File: src/rtl/sha_pad.sv
// sha_pad: SHA-256 message padder. It streams message words, then 0x80, zero fill and
// the 64-bit bit length to a SHA core in 16-word blocks. Rev 1.0
`timescale 1ns/1ps
`default_nettype none

module sha_pad (
  input  logic        clk,
  input  logic        rst_n,
  input  logic        s_vld,
  input  logic [31:0] s_din,
  input  logic        s_last,
  input  logic [1:0]  s_bytes,
  output logic        s_rdy,
  output logic        init,
  output logic        vld,
  output logic [31:0] din,
  input  logic        done,
  output logic        busy,
  output logic        msg_done
);

  typedef enum logic [2:0] {
    IDLE      = 3'd0,
    INIT      = 3'd1,
    DATA      = 3'd2,
    PAD80     = 3'd3,
    ZERO      = 3'd4,
    LEN_HI    = 3'd5,
    LEN_LO    = 3'd6,
    WAIT_DONE = 3'd7
  } state_t;

  state_t      r_state, r_resume;
  logic [3:0]  r_wcnt;
  logic [31:0] r_bytes;
  logic        r_vld;
  logic [31:0] r_din;
  logic        r_final;

  state_t      w_state_nxt, w_resume_nxt, w_pad_nxt;
  logic [3:0]  w_wcnt_nxt;
  logic [31:0] w_bytes_nxt;
  logic        w_vld_nxt;
  logic [31:0] w_din_nxt;
  logic        w_final_nxt;
  logic        w_accept;
  logic        w_wrap;
  logic [31:0] w_nb;
  logic [31:0] w_last_word;

  assign w_accept = s_vld & (r_state == DATA);
  assign w_wrap   = (r_wcnt == 4'd15);
  assign w_nb     = (s_bytes == 2'd0) ? 32'd4 : {30'd0, s_bytes};

  // Next state after emitting a padding word: block full, length next, or more zeros.
  assign w_pad_nxt = w_wrap ? WAIT_DONE : ((r_wcnt == 4'd13) ? LEN_HI : ZERO);

  always_comb begin
    w_last_word = s_din;
    case (s_bytes)
      2'd1:    w_last_word = {s_din[31:24], 8'h80, 16'h0000};
      2'd2:    w_last_word = {s_din[31:16], 8'h80, 8'h00};
      2'd3:    w_last_word = {s_din[31:8], 8'h80};
      default: w_last_word = s_din;
    endcase
  end

  always_comb begin
    w_state_nxt  = r_state;
    w_resume_nxt = r_resume;
    w_wcnt_nxt   = r_wcnt;
    w_bytes_nxt  = r_bytes;
    w_vld_nxt    = 1'b0;
    w_din_nxt    = r_din;
    w_final_nxt  = r_final;
    case (r_state)
      IDLE: begin
        if (s_vld) w_state_nxt = INIT;
      end
      INIT: begin
        w_wcnt_nxt  = 4'd0;
        w_bytes_nxt = 32'd0;
        w_final_nxt = 1'b0;
        w_state_nxt = DATA;
      end
      DATA: begin
        if (w_accept) begin
          w_vld_nxt  = 1'b1;
          w_wcnt_nxt = r_wcnt + 4'd1;
          if (s_last) begin
            w_din_nxt   = w_last_word;
            w_bytes_nxt = r_bytes + w_nb;
            if (s_bytes == 2'd0) begin
              w_state_nxt  = w_wrap ? WAIT_DONE : PAD80;
              w_resume_nxt = PAD80;
            end else begin
              w_state_nxt  = w_pad_nxt;
              w_resume_nxt = ZERO;
            end
          end else begin
            w_din_nxt    = s_din;
            w_bytes_nxt  = r_bytes + 32'd4;
            w_state_nxt  = w_wrap ? WAIT_DONE : DATA;
            w_resume_nxt = DATA;
          end
        end
      end
      PAD80: begin
        w_vld_nxt    = 1'b1;
        w_din_nxt    = 32'h8000_0000;
        w_wcnt_nxt   = r_wcnt + 4'd1;
        w_state_nxt  = w_pad_nxt;
        w_resume_nxt = ZERO;
      end
      ZERO: begin
        w_vld_nxt    = 1'b1;
        w_din_nxt    = 32'h0000_0000;
        w_wcnt_nxt   = r_wcnt + 4'd1;
        w_state_nxt  = w_pad_nxt;
        w_resume_nxt = ZERO;
      end
      LEN_HI: begin
        w_vld_nxt   = 1'b1;
        w_din_nxt   = {29'd0, r_bytes[31:29]};
        w_wcnt_nxt  = r_wcnt + 4'd1;
        w_state_nxt = LEN_LO;
      end
      LEN_LO: begin
        w_vld_nxt   = 1'b1;
        w_din_nxt   = {r_bytes[28:0], 3'b000};
        w_wcnt_nxt  = r_wcnt + 4'd1;
        w_final_nxt = 1'b1;
        w_state_nxt = WAIT_DONE;
      end
      WAIT_DONE: begin
        if (done) w_state_nxt = r_final ? IDLE : r_resume;
      end
      default: w_state_nxt = IDLE;
    endcase
  end

  always_ff @(posedge clk or negedge rst_n) begin
    if (!rst_n) begin
      r_state  <= IDLE;
      r_resume <= DATA;
      r_wcnt   <= 4'd0;
      r_bytes  <= 32'd0;
      r_vld    <= 1'b0;
      r_din    <= 32'd0;
      r_final  <= 1'b0;
    end else begin
      r_state  <= w_state_nxt;
      r_resume <= w_resume_nxt;
      r_wcnt   <= w_wcnt_nxt;
      r_bytes  <= w_bytes_nxt;
      r_vld    <= w_vld_nxt;
      r_din    <= w_din_nxt;
      r_final  <= w_final_nxt;
    end
  end

  assign s_rdy    = (r_state == DATA);
  assign init     = (r_state == INIT);
  assign busy     = (r_state != IDLE);
  assign msg_done = (r_state == WAIT_DONE) & r_final & done;
  assign vld      = r_vld;
  assign din      = r_din;

endmodule

`default_nettype wire

File: config.mk
export PLATFORM = sky130hd
export DESIGN_NAME = sha_pad
export DESIGN_NICKNAME = d
export VERILOG_FILES = /design/src/rtl/sha_pad.sv
export SDC_FILE = /design/constraint.sdc
export NUM_CORES = 1
export LEC_CHECK = 0
export ABC_CLOCK_PERIOD_IN_PS = 2600
export CAP_MARGIN = 20
export CORE_MARGIN = 4
export CORE_UTILIZATION = 25
export CTS_CLUSTER_DIAMETER = 100
export DETAILED_ROUTE_END_ITERATION = 16
export MAX_ROUTING_LAYER = met4
export PLACE_DENSITY_LB_ADDON = 0.3
export REMOVE_ABC_BUFFERS = 1
export SYNTH_ARGS = -nofsm -noshare
export SYNTH_HDL_FRONTEND = slang
export SYNTH_SLANG_ARGS = --single-unit
export TNS_END_PERCENT = 10
File: constraint.sdc
create_clock -name clk -period 2.6 [get_ports clk]
set_input_delay 0.52 -clock clk [delete_from_list [all_inputs] [get_ports clk]]
set_output_delay 0.52 -clock clk [all_outputs]
set_load 0.02 [all_outputs]
==> results of run 1 <==
[layout by cell type, fill, tap and decap left out, types with 5 or more instances in the layout]
master / Yosys / layout
a21oi_1: 36 / 35
a221oi_1: 23 / 23
buf_4: 0 / 37
clkbuf_16: 0 / 9
clkdlybuf4s50_1: 0 / 72
dfrtp_1: 75 / 74
ha_1: 6 / 5
inv_1: 12 / 12
nand2_1: 38 / 38
nand3_1: 14 / 14
nor2_1: 99 / 97
nor3_1: 6 / 6
o21ai_0: 22 / 22
o22ai_1: 6 / 6
o31ai_1: 6 / 6
or3_1: 8 / 8
xnor2_1: 18 / 18
xor2_1: 7 / 7
[power groups by stage]
stage | Sequential [mW] | Combinational, mW | Clock, mW
6_report | 1.88 | 3.71 | 1.24
5_1_grt | 1.94 | 4.16 | 1.32
4_1_cts | 1.88 | 3.74 | 1.29
3_5_place_dp | 1.89 | 3.73 | 0
3_3_place_gp | 1.88 | 3.65 | 0
2_1_floorplan | 2.21 | 1.72 | 0
[worst min path at each step]
stage	startpoint	to	slack, ns	depth (start not counted)
after detailed placement	r_resume[2]	r_resume[2]	0.49	2
after global placement	r_resume[2]	r_resume[2]	0.48	2
final	rst_n	vld	0.15	1
after CTS	rst_n	vld	0.16	1
after floorplan	rst_n	din[0]	0.22	0
after global routing	rst_n	din[10]	0.18	1
[per-layer routing]
layer  GRT usage (%)  vias to the layer above  share of wire (%)
li1                -                     1932                  -
met1            19.5                     1920                 48
met2            22.2                       88                 46
met3            2.56                       15                4.0
met4            4.88                        0                1.8
met5               -                        -                  0
[synth_stat cells (3+ instances only)]
library cell,instances,area [sq um]
or3_1,8,50.1
a22o_1,3,26.3
nor4_1,3,18.8
o211ai_1,3,22.5
a221oi_1,23,201
nand3_1,14,70.1
inv_1,12,45.0
nand4_1,4,25.0
nor2b_1,5,31.3
clkbuf_1,21,78.8
a31oi_1,3,18.8
xor2_1,7,61.3
nand2_1,38,143
nor2_1,99,372
a21oi_1,36,180
nand2b_1,3,18.8
xnor2_1,18,158
nor3_1,6,30.0
and4_1,3,26.3
buf_2,4,20.0
o21ai_0,22,110
o31ai_1,6,45.0
or4_1,5,37.5
nor3b_1,3,22.5
buf_1,4,15.0
o22ai_1,6,37.5
a211oi_1,3,22.5
and3_1,3,18.8
ha_1,6,75.1
dfrtp_1,75,1880
[cell families after synthesis]
| group | synth area share [%] |
|---|---|
| simple gates | 22.7 |
| compound gates | 19.7 |
| flops | 45.4 |
| buf+inv | 3.97 |
| xor+xnor | 5.23 |
| fa+ha+maj | 2.51 |
| mux | 0.508 |
[through the flow]
step	util, %	hold slack (ns)	setup WS (ns)	area [sq um]
floorplan	-	0.224	-0.655	4080
global placement	32.9	0.485	-0.274	5440
detailed placement	32.9	0.495	-0.367	5440
CTS	34.6	0.158	0.0270	5720
global route	34.8	0.184	-0.00350	5760
finish	34.8	0.145	0.104	5760
[registers in the layout (all words and copies together) (netlist names)]
| name | count |
|---|---|
| din | 32 |
| r_bytes | 32 |
| r_wcnt | 4 |
| r_resume | 3 |
| r_state | 3 |
| r_final | 1 |
| vld | 1 |
[worst max-delay path: stages]
cell and delay [ns]:
clkdlybuf4s50_1 0.50, ha_2 0.19, inv_1 0.05, fa_2 0.35, nor2b_2 0.13, o21ai_2 0.08, a21o_2 0.26, or4_1 0.50
a21oi_1 0.17
[timing repair]
item                                    CTS  global route
resized for setup                         2            11
cloned                                    0             1
pin swaps                                 0             3
endpoints found under the setup margin    2            42
[layout make-up]
type | instances | area share [%]
Timing Repair Buffer | 114 | 18.8
Clock buffer | 11 | 4.04
Inverter | 14 | 0.913
Tap cell | 220 | 4.78
Multi-Input combinational cell | 364 | 37.5
Sequential cell | 76 | 33.1
Clock inverter | 5 | 0.913
==> metrics.yaml, run 1 <==
status:
  status: "finished clean"
setup_path:
  path_class: "input port to flop"
  rr_worst_depth: 5
  reg2reg_from: "r_bytes[8]"
  worst_ep_required_time_ns: 2.86
  reg2reg_to: "r_bytes[31]"
  cp.arrival_ns: 2.76
  setup.worst_path.start: "s_bytes[0]"
  start_kind: "input port"
  end_kind: "flop"
  critPathCapture: "r_bytes[26]"
  critPathMaxFanout: 5
  rrSetupSlack_ns: 0.31
detailed_routing:
  vias: 3955
  antenna_left: 0
  initialDrtViolationCount: 274
  drcViolationCount: 0
  drt_wl_total_um: 13000
  wl_per_cell_um: 16.2
  drt_first_pass_iters: 4
  routed_via_density: 4.92
clocking:
  cts_setup_buffers: 0
  h-tree-depth: 3
  cts_tree: "yes"
  cts_buffer_depth: 2
  clk_latency_ns: 0.34
  cts.sinks: 76
  hold_buffers: 0
  cts_made_buffers: 9
  clk_pin_slew_worst_paths_ns: 0.06
  root_buffer: "clkbuf_16"
finish:
  finalNetCount: 625
  layout.cells.non_filler: 804
  synthToLayoutAreaGrowth_pct: 37.4
  drive_above_1_share_pct: 12.3
  regArea_sq_um: 1900
  diodes: 0
  multi_input_area_sq_um: 2160
  fillers: 1698
power_and_ir_drop:
  switching_share_pct: 42.5
  vdd_drop_max_uv: 464
  pwr-share-seq_pct: 27.5
  combPwrFrac_pct: 54.3
  p_sw_mw: 2.90
  pwr-share-clk_pct: 18.2
  total_power_mw: 6.83
  power.density_nw_per_um2: 1190
  p_leak_nw: 2.36
  internal-power_mw: 3.93
synthesis:
  synth_top_flop_cell: "dfrtp_1"
  yosys_register_bits: 76
  yosysUniqueCellTypes: 59
  avgSynthCellArea_sq_um: 8.69
  synth-edff-count: 0
  syn_area_sq_um: 4190
  seq_area_frac_synth_pct: 45.4
  async_flop_share_pct: 100
  syn-instance-count: 482
  ys_warn_count: 0
floorplanning:
  num_rows: 47
  initial_core_util_pct: 25.4
  die_w_um: 137
  ios: 76
  dieArea_sq_um: 18900
  core_area_sq_um: 16500
  die_height_um: 137
timing:
  tns_ns: 0
  slew_headroom_pct: 58.8
  slew_viol_final: 0
  worst_pin_slew_ns: 0.616
  period_share_pct: 96.0
  finalClockSkew_ns: 0.00453
  setup_viol_count_final: 0
  hold_violations: 0
  period_minus_slack_ns: 2.50
  rsz0062_at_grt: "true"
  fmax_mhz: 401
global_route:
  grt.overflow.total: 0
  grt_max_degree: 44
  grt_usage_pct: 14.5
  grt_pass1_wl_um: 20800
  grt_antenna_before_repair: 0
  grt_pass1_vias: 3905
hold_path:
  worstHoldPathType: "input port to async pin"
placed_design:
  place.gp.congestion: 0.849
  dp_hpwl_um: 9290
  dp.cells: 787
  io_buffers: 75
job:
  maxCapViolations: 0
No activity file was read; power rests on OpenSTA's default activity.
==> run 2, diff against run 1 <==
Settings changed: ABC_AREA from default to 1, CAP_MARGIN 20 to default, SLEW_MARGIN from default to 10.
==> run 2 against run 1 <==
Routed wire length is 3.3% higher. Highest routed layer unchanged. Largest cell class unchanged. Sequential power is 2% lower. Flip-flop and latch count stayed put. Power is 12% lower. Area after synthesis is 5.7% higher. Combinational power is 28% lower.
==> metrics.yaml, run 2 <==
detailed_routing:
  initialDrtViolationCount: 267  # -2.6%
  routed_via_density: 4.61  # -6.3%
  drt_first_pass_iters: 4  # unchanged
  drcViolationCount: 0  # unchanged
  antenna_left: 0  # unchanged
  drt_wl_total_um: 13500  # +3.3%
  wl_per_cell_um: 14.3  # -12%
  vias: 4327  # +9.4%
floorplanning:
  initial_core_util_pct: 25.5  # +0.17 points
  core_area_sq_um: 17400  # +5.0%
  die_w_um: 141  # +2.7%
  die_height_um: 141  # +2.7%
  num_rows: 48  # +2.1%
  ios: 76  # unchanged
  dieArea_sq_um: 19900  # +5.4%
clocking:
  clk_latency_ns: 0.34  # about the same
  cts.sinks: 76  # unchanged
  cts_tree: "yes"
  clk_pin_slew_worst_paths_ns: 0.06  # about the same
  h-tree-depth: 3  # unchanged
  root_buffer: "clkbuf_16"
  cts_made_buffers: 9  # unchanged
  cts_buffer_depth: 2  # unchanged
setup_path:
  cp.arrival_ns: 1.93  # -0.83 ns
  rr_worst_depth: 12  # +7
  path_class: "flop to output pin"
  critPathMaxFanout: 7  # +2
  worst_ep_required_time_ns: 2.08  # -0.78 ns
  end_kind: "output pin"
  start_kind: "flop"
synthesis:
  ys_warn_count: 0  # unchanged
  synth_fa_ha_area_share_pct: 2.15  # -0.36 points
  synth_top_flop_cell: "dfrtp_1"
  synth_top_family_by_area: "simple AND/OR/NAND/NOR gates"
  yosysUniqueCellTypes: 34  # -42%
  synth_most_common_cell: "nand2_1"
  seq_area_frac_synth_pct: 43.0  # -2.5 points
  synthMuxAreaShare_pct: 0.254  # -0.25 points
  synthXorXnorAreaFrac_pct: 0  # -5.2 points
  synth.largest_area_cell: "dfrtp_1"
  netlist_top_cells_count: "nand2_1, nor2_1, a21oi_1"
  synth_compound_area_share_pct: 15.0  # -4.7 points
  synth-edff-count: 0  # unchanged
  avgSynthCellArea_sq_um: 7.17  # -18%
  yosys-top-cells-area: "dfrtp_1, nand2_1, nor2_1"
  yosys_register_bits: 76  # unchanged
  async_flop_share_pct: 100  # unchanged
  syn-instance-count: 618  # +28%
  syn_area_sq_um: 4430  # +5.7%
  synth_simple_gate_area_share_pct: 31.1  # +8.4 points
  synth_top_area_share_pct: 42.4  # -2.4 points
global_route:
  grt_pass1_wl_um: 21900  # +5.5%
  grt_usage_pct: 14.2  # -0.32 points
  grt_pass1_vias: 4203  # +7.6%
  grt_max_degree: 41  # -6.8%
  grt_antenna_before_repair: 0  # unchanged
  grt.overflow.total: 0  # unchanged
finish:
  finalNetCount: 755  # +21%
  regArea_sq_um: 1900  # about the same
  fillers: 1824  # +7.4%
  mostFrequentLayoutCell: "nand2_1"
  drive_above_1_share_pct: 8.12  # -4.2 points
  diodes: 0  # unchanged
  multi_input_area_sq_um: 2170  # +0.35%
  mostFrequentLayoutCells: "nand2_1, nor2_1, a21oi_1"
  synthToLayoutAreaGrowth_pct: 33.7
power_and_ir_drop:
  total_power_mw: 5.99  # -12%
  p_leak_nw: 2.75  # +16%
  power.density_nw_per_um2: 1010  # -15%
  vdd_drop_max_uv: 477  # +2.8%
timing:
  hold_violations: 0  # unchanged
  rsz0062_at_grt: "false"
  period_minus_slack_ns: 2.45  # -0.0504 ns
  setup_viol_count_final: 0  # unchanged
  fin_ws_ns: 0.154  # +0.0504 ns
  period_share_pct: 94.1  # -1.9 points
  slew_viol_final: 0  # unchanged
  slew_headroom_pct: 47.3  # -11 points
  finalClockSkew_ns: 0.00612  # +0.00159 ns
  fmax_mhz: 409  # +2.1%
  tns_ns: 0  # unchanged
  worst_pin_slew_ns: 0.787  # +0.171 ns
status:
  status: "finished clean"
placed_design:
  dp_hpwl_um: 9940  # +7.0%
  io_buffers: 75  # unchanged
  place.gp.congestion: 0.890  # +4.8%
  dpl_worst_slack_ns: -0.145  # +0.222 ns
job:
  maxCapViolations: 0  # unchanged
hold_path:
  worstHoldPathType: "input port to async pin"
[run 2: cell types whose count changed in the layout (fill, tap and decap cells not counted), sizes merged, moves of 8 or more]
cell and change:
buf -17, a21oi +49, nor2 +25, nand3 +36, or3 -8, xnor2 -18
inv +59, a221oi -23, nand2 +88
[run 2: final timing paths]
kind	from	end	slack (ns)
worst max-delay path	r_state[1]	init	0.15
worst min-delay path	rst_n	r_resume[2]	0.16
worst max register to register	r_bytes[0]	r_bytes[12]	0.59
worst min register to register	r_wcnt[2]	r_wcnt[2]	0.50
max in group asynchronous	rst_n	r_bytes[18]	1.84
min in group clk	r_wcnt[2]	r_wcnt[2]	0.50
[run 2: layout make-up]
cell class              instances  area share [%]
repair buffers                 97            16.1
inverters                      72            4.56
clock buffers                  12            4.33
multi-input cells             453            36.6
flip-flops and latches         76            32.1
well taps                     225            4.75
clock inverters                 4            1.61
[run 2: timing repair]
action / 4_1_cts / 5_1_grt
endpoints found under the setup margin: 0 / 3
hold buffers: 0 / 0
setup buffers: 0 / 1
gates resized for setup: 0 / 2
[run 2: metrics by stage]
step | utilization, % | hold WS (ns) | std cells | cell area, sq um
after floorplan | - | 0.224 | 600 | 4320
after global placement | 32.0 | 0.482 | 921 | 5550
after detailed placement | 32.0 | 0.485 | 921 | 5550
after CTS | 34.0 | 0.174 | 937 | 5900
after global routing | 34.1 | 0.199 | 939 | 5920
final | 34.1 | 0.156 | 939 | 5920
[run 2: cells by family (layout without fill, tap and decap cells)]
family | count (synthesis) | in the layout
AND/OR/NAND/NOR | 317 | 318
AO/OA/AOI/OAI | 127 | 127
buffers and inverters | 90 | 185
flip-flops | 76 | 76
adder cells (fa/ha/maj) | 7 | 7
multiplexers | 1 | 1
[run 2: where the power goes]
group | total (mW) | internal, mW | switching (mW)
logic | 2.67 | 1.08 | 1.59
clock network | 1.48 | 0.989 | 0.490
registers | 1.84 | 1.57 | 0.270
total | 5.99 | 3.64 | 2.35
[run 2: metal layers]
layer	share of wire, %	GRT usage (%)	vias to the layer above	wire [um]
met2	43	20.9	103	5780
met4	2.6	6.07	0	347
met1	49	19.3	2008	6610
li1	-	-	2194	-
met3	5.3	2.41	22	720
met5	0	-	-	0
[run 2: worst max-delay path, stage by stage, from the launching register on]
cell,delay (ns)
dfrtp_1,0.46
nor2_1,0.16
nand2_1,0.08
inv_1,0.22
clkdlybuf4s50_1,0.66
==> run 3, diff against run 2 <==
Settings changed: ABC_CLOCK_PERIOD_IN_PS 2600 to 2150, CTS_CLUSTER_DIAMETER 100 to default.
Clock period 2.6 ns to 2.15 ns, I/O delays scaled along.
==> run 3 against run 2 <==
Register-to-register slack got worse by 0.40 ns. Core utilization increased by 0.71 points. Largest power group unchanged. Combinational power increased by 26%. Clock skew decreased by 0.00050 ns. Critical path depth increased by 1. Critical endpoint is now busy. Sequential power increased by 20%. Setup slack got worse by 0.048 ns.
==> metrics.yaml, run 3 (synthesized netlist as in run 2, its figures left out) <==
detailed_routing:
  m1WireLength_um: 6520  # -1.4%
  initialDrtViolationCount: 284  # +6.4%
  met3WireLength_um: 671  # -6.8%
  antenna_left: 0  # unchanged
  topRoutingLayerUsed: "met4"
  drcViolationCount: 0  # unchanged
  routed_via_density: 4.50  # -2.4%
  wl_per_cell_um: 14.1  # -1.9%
  vias: 4297  # -0.69%
  met2_length_um: 6080  # +5.2%
  drt_first_pass_iters: 5  # +1
  drt_wl_total_um: 13400  # -0.27%
power_and_ir_drop:
  pwr-share-seq_pct: 31.4  # +0.7 points
  p_sw_mw: 2.90  # +23%
  power.density_nw_per_um2: 1160  # +15%
  p_leak_nw: 2.82  # +2.6%
  internal-power_mw: 4.14  # +14%
  pwr-share-clk_pct: 20.8  # -3.9 points
  total_power_mw: 7.04  # +18%
  combPwrFrac_pct: 47.8  # +3.2 points
  switching_share_pct: 41.2  # +2.0 points
  vdd_drop_max_uv: 506  # +6.2%
job:
  maxCapViolations: 0  # unchanged
setup_path:
  critical_path.slowest_cell: "dfrtp_1"
  reg2reg_from: "r_bytes[0]"
  start_kind: "flop"
  reg2reg_to: "r_bytes[28]"
  end_kind: "output pin"
  cpPeakStageDelay_ns: 0.46  # -0.20 ns
  setup.worst_path.start: "r_state[1]"
  worst_ep_required_time_ns: 1.72  # -0.36 ns
  worst_path_most_repeated_cell: "inv_1"
  critPathMaxFanout: 7  # unchanged
  cp.arrival_ns: 1.61  # -0.32 ns
  cp_top_family: "buffers and inverters"
  critPathCapture: "busy"
  rrSetupSlack_ns: 0.19  # -0.40 ns
  path_class: "flop to output pin"
  rr_worst_depth: 11  # -1
  crit_buf_inv: 3  # +1
  worstSetupPathDepth: 5  # +1
  cp_cell_sequence: "nor2_1 > inv_1 > nor2_2 > inv_1 > dlygate4sd2_1"
clocking:
  cts_buffer_depth: 2  # unchanged
  h-tree-depth: 3  # unchanged
  cts_made_buffers: 9  # unchanged
  cts.sinks: 76  # unchanged
  clk_pin_slew_worst_paths_ns: 0.06  # about the same
  clk_latency_ns: 0.35  # about the same
  hold_buffers: 0  # unchanged
  cts_tree: "yes"
  root_buffer: "clkbuf_16"
floorplanning:
  num_rows: 48  # unchanged
  die_height_um: 141  # unchanged
  core_area_sq_um: 17400  # unchanged
  dieArea_sq_um: 19900  # unchanged
  initial_core_util_pct: 25.5  # unchanged
  ios: 76  # unchanged
  die_w_um: 141  # unchanged
finish:
  finalInstanceArea_sq_um: 6050  # +2.1%
  diodes: 0  # unchanged
  mostFrequentLayoutCell: "nand2_1"
  layout.cells.non_filler: 955  # +1.7%
  mostFrequentLayoutCells: "nand2_1, nor2_1, a21oi_1"
  finalNetCount: 771  # +2.1%
  drive_above_1_share_pct: 12.1  # +3.9 points
  fillers: 1893  # +3.8%
  synthToLayoutAreaGrowth_pct: 36.5
timing:
  fin_ws_ns: 0.106  # -0.0481 ns
  slew_viol_final: 0  # unchanged
  period_share_pct: 95.1
  finalClockSkew_ns: 0.00562  # -0.000502 ns
  period_minus_slack_ns: 2.04
  setup_viol_count_final: 0  # unchanged
  slew_headroom_pct: 70.7  # +23 points
  fmax_mhz: 489
  worst_pin_slew_ns: 0.435  # -0.352 ns
  hold_violations: 0  # unchanged
  rsz0062_at_grt: "false"
placed_design:
  place.gp.congestion: 0.904  # +1.6%
  io_buffers: 75  # unchanged
  dp.cells: 936  # +1.6%
  dp_hpwl_um: 10200  # +2.2%
  post_dp_cell_area_sq_um: 5670  # +2.3%
  dpl_worst_slack_ns: -0.512  # -0.367 ns
global_route:
  grt_antenna_before_repair: 0  # unchanged
  grt_usage_pct: 14.5  # +0.31 points
  grt_pass1_wl_um: 22200  # +1.3%
  grt_max_degree: 34  # -17%
  grt.overflow.total: 0  # unchanged
  grt_pass1_vias: 4171  # -0.76%
status:
  status: "finished clean"
hold_path:
  worstHoldPathType: "input port to async pin"
## run 3: cell types whose count changed in the layout (fill, tap and decap cells not counted), sizes merged, moves of 2 or more
| cell | delta |
|---|---|
| buf | +17 |
| clkdlybuf4s50 | -5 |
| dlygate4sd2 | +4 |
| bufinv | -3 |
| clkinvlp | +3 |
| clkbuf | -2 |
## run 3: per-layer routing
layer,global-route usage [%],up-vias
li1,-,2240
met2,22.2,103
met5,-,-
met3,2.71,11
met1,19.8,1943
met4,3.67,0
## run 3: final cells by class
cell class | count | area (sq um) | share of cell area [%]
Timing Repair Buffer | 114 | 1090 | 18.0
Multi-Input combinational cell | 452 | 2220 | 36.6
Sequential cell | 76 | 1900 | 31.5
Tap cell | 225 | 282 | 4.66
Inverter | 72 | 270 | 4.47
Clock inverter | 6 | 48.8 | 0.807
Clock buffer | 10 | 239 | 3.95
## run 3: metrics by stage
step	hold slack (ns)	utilization, %	setup TNS [ns]
after floorplan	0.134	-	0
after global placement	0.404	32.7	-7.23
after detailed placement	0.408	32.7	-8.30
after CTS	0.0316	34.4	-0.105
after global routing	0.0576	34.8	0
final	0.0209	34.8	0
## run 3: worst reg2reg max path, delay by kind of cell (launching register included)
kind	cells	cell delay (ns)
and+or+nand+nor	6	0.65
adders and majority gates	2	0.55
DFF	1	0.37
AOI/OAI and AO/OA	1	0.15
buffers and inverters	2	0.13
## run 3: what timing repair did
item / in CTS / in global routing
setup buffers: 1 / 2
pin swaps: 1 / 9
cloned: 0 / 0
setup endpoints to repair: 11 / 27
resized for setup: 7 / 17
hold endpoints to repair: 0 / 0
## run 3: power by group through the flow
stage	Combinational, mW	Clock, mW	Sequential [mW]
4_1_cts	3.38	1.51	2.21
2_1_floorplan	1.44	0	2.58
6_report	3.37	1.46	2.21
5_1_grt	3.72	1.56	2.29
3_3_place_gp	3.38	0	2.23
3_5_place_dp	3.39	0	2.23
## run 3: how the worst min path moves through the flow
stage / cells after the start / slack [ns] / start / end
3_5_place_dp: 1 / 0.41 / rst_n / r_resume[2]
4_1_cts: 1 / 0.03 / rst_n / r_resume[0]
5_1_grt: 1 / 0.06 / rst_n / r_resume[0]
6_report: 1 / 0.02 / rst_n / r_bytes[0]
3_3_place_gp: 1 / 0.40 / rst_n / r_resume[2]
2_1_floorplan: 0 / 0.13 / rst_n / din[0]
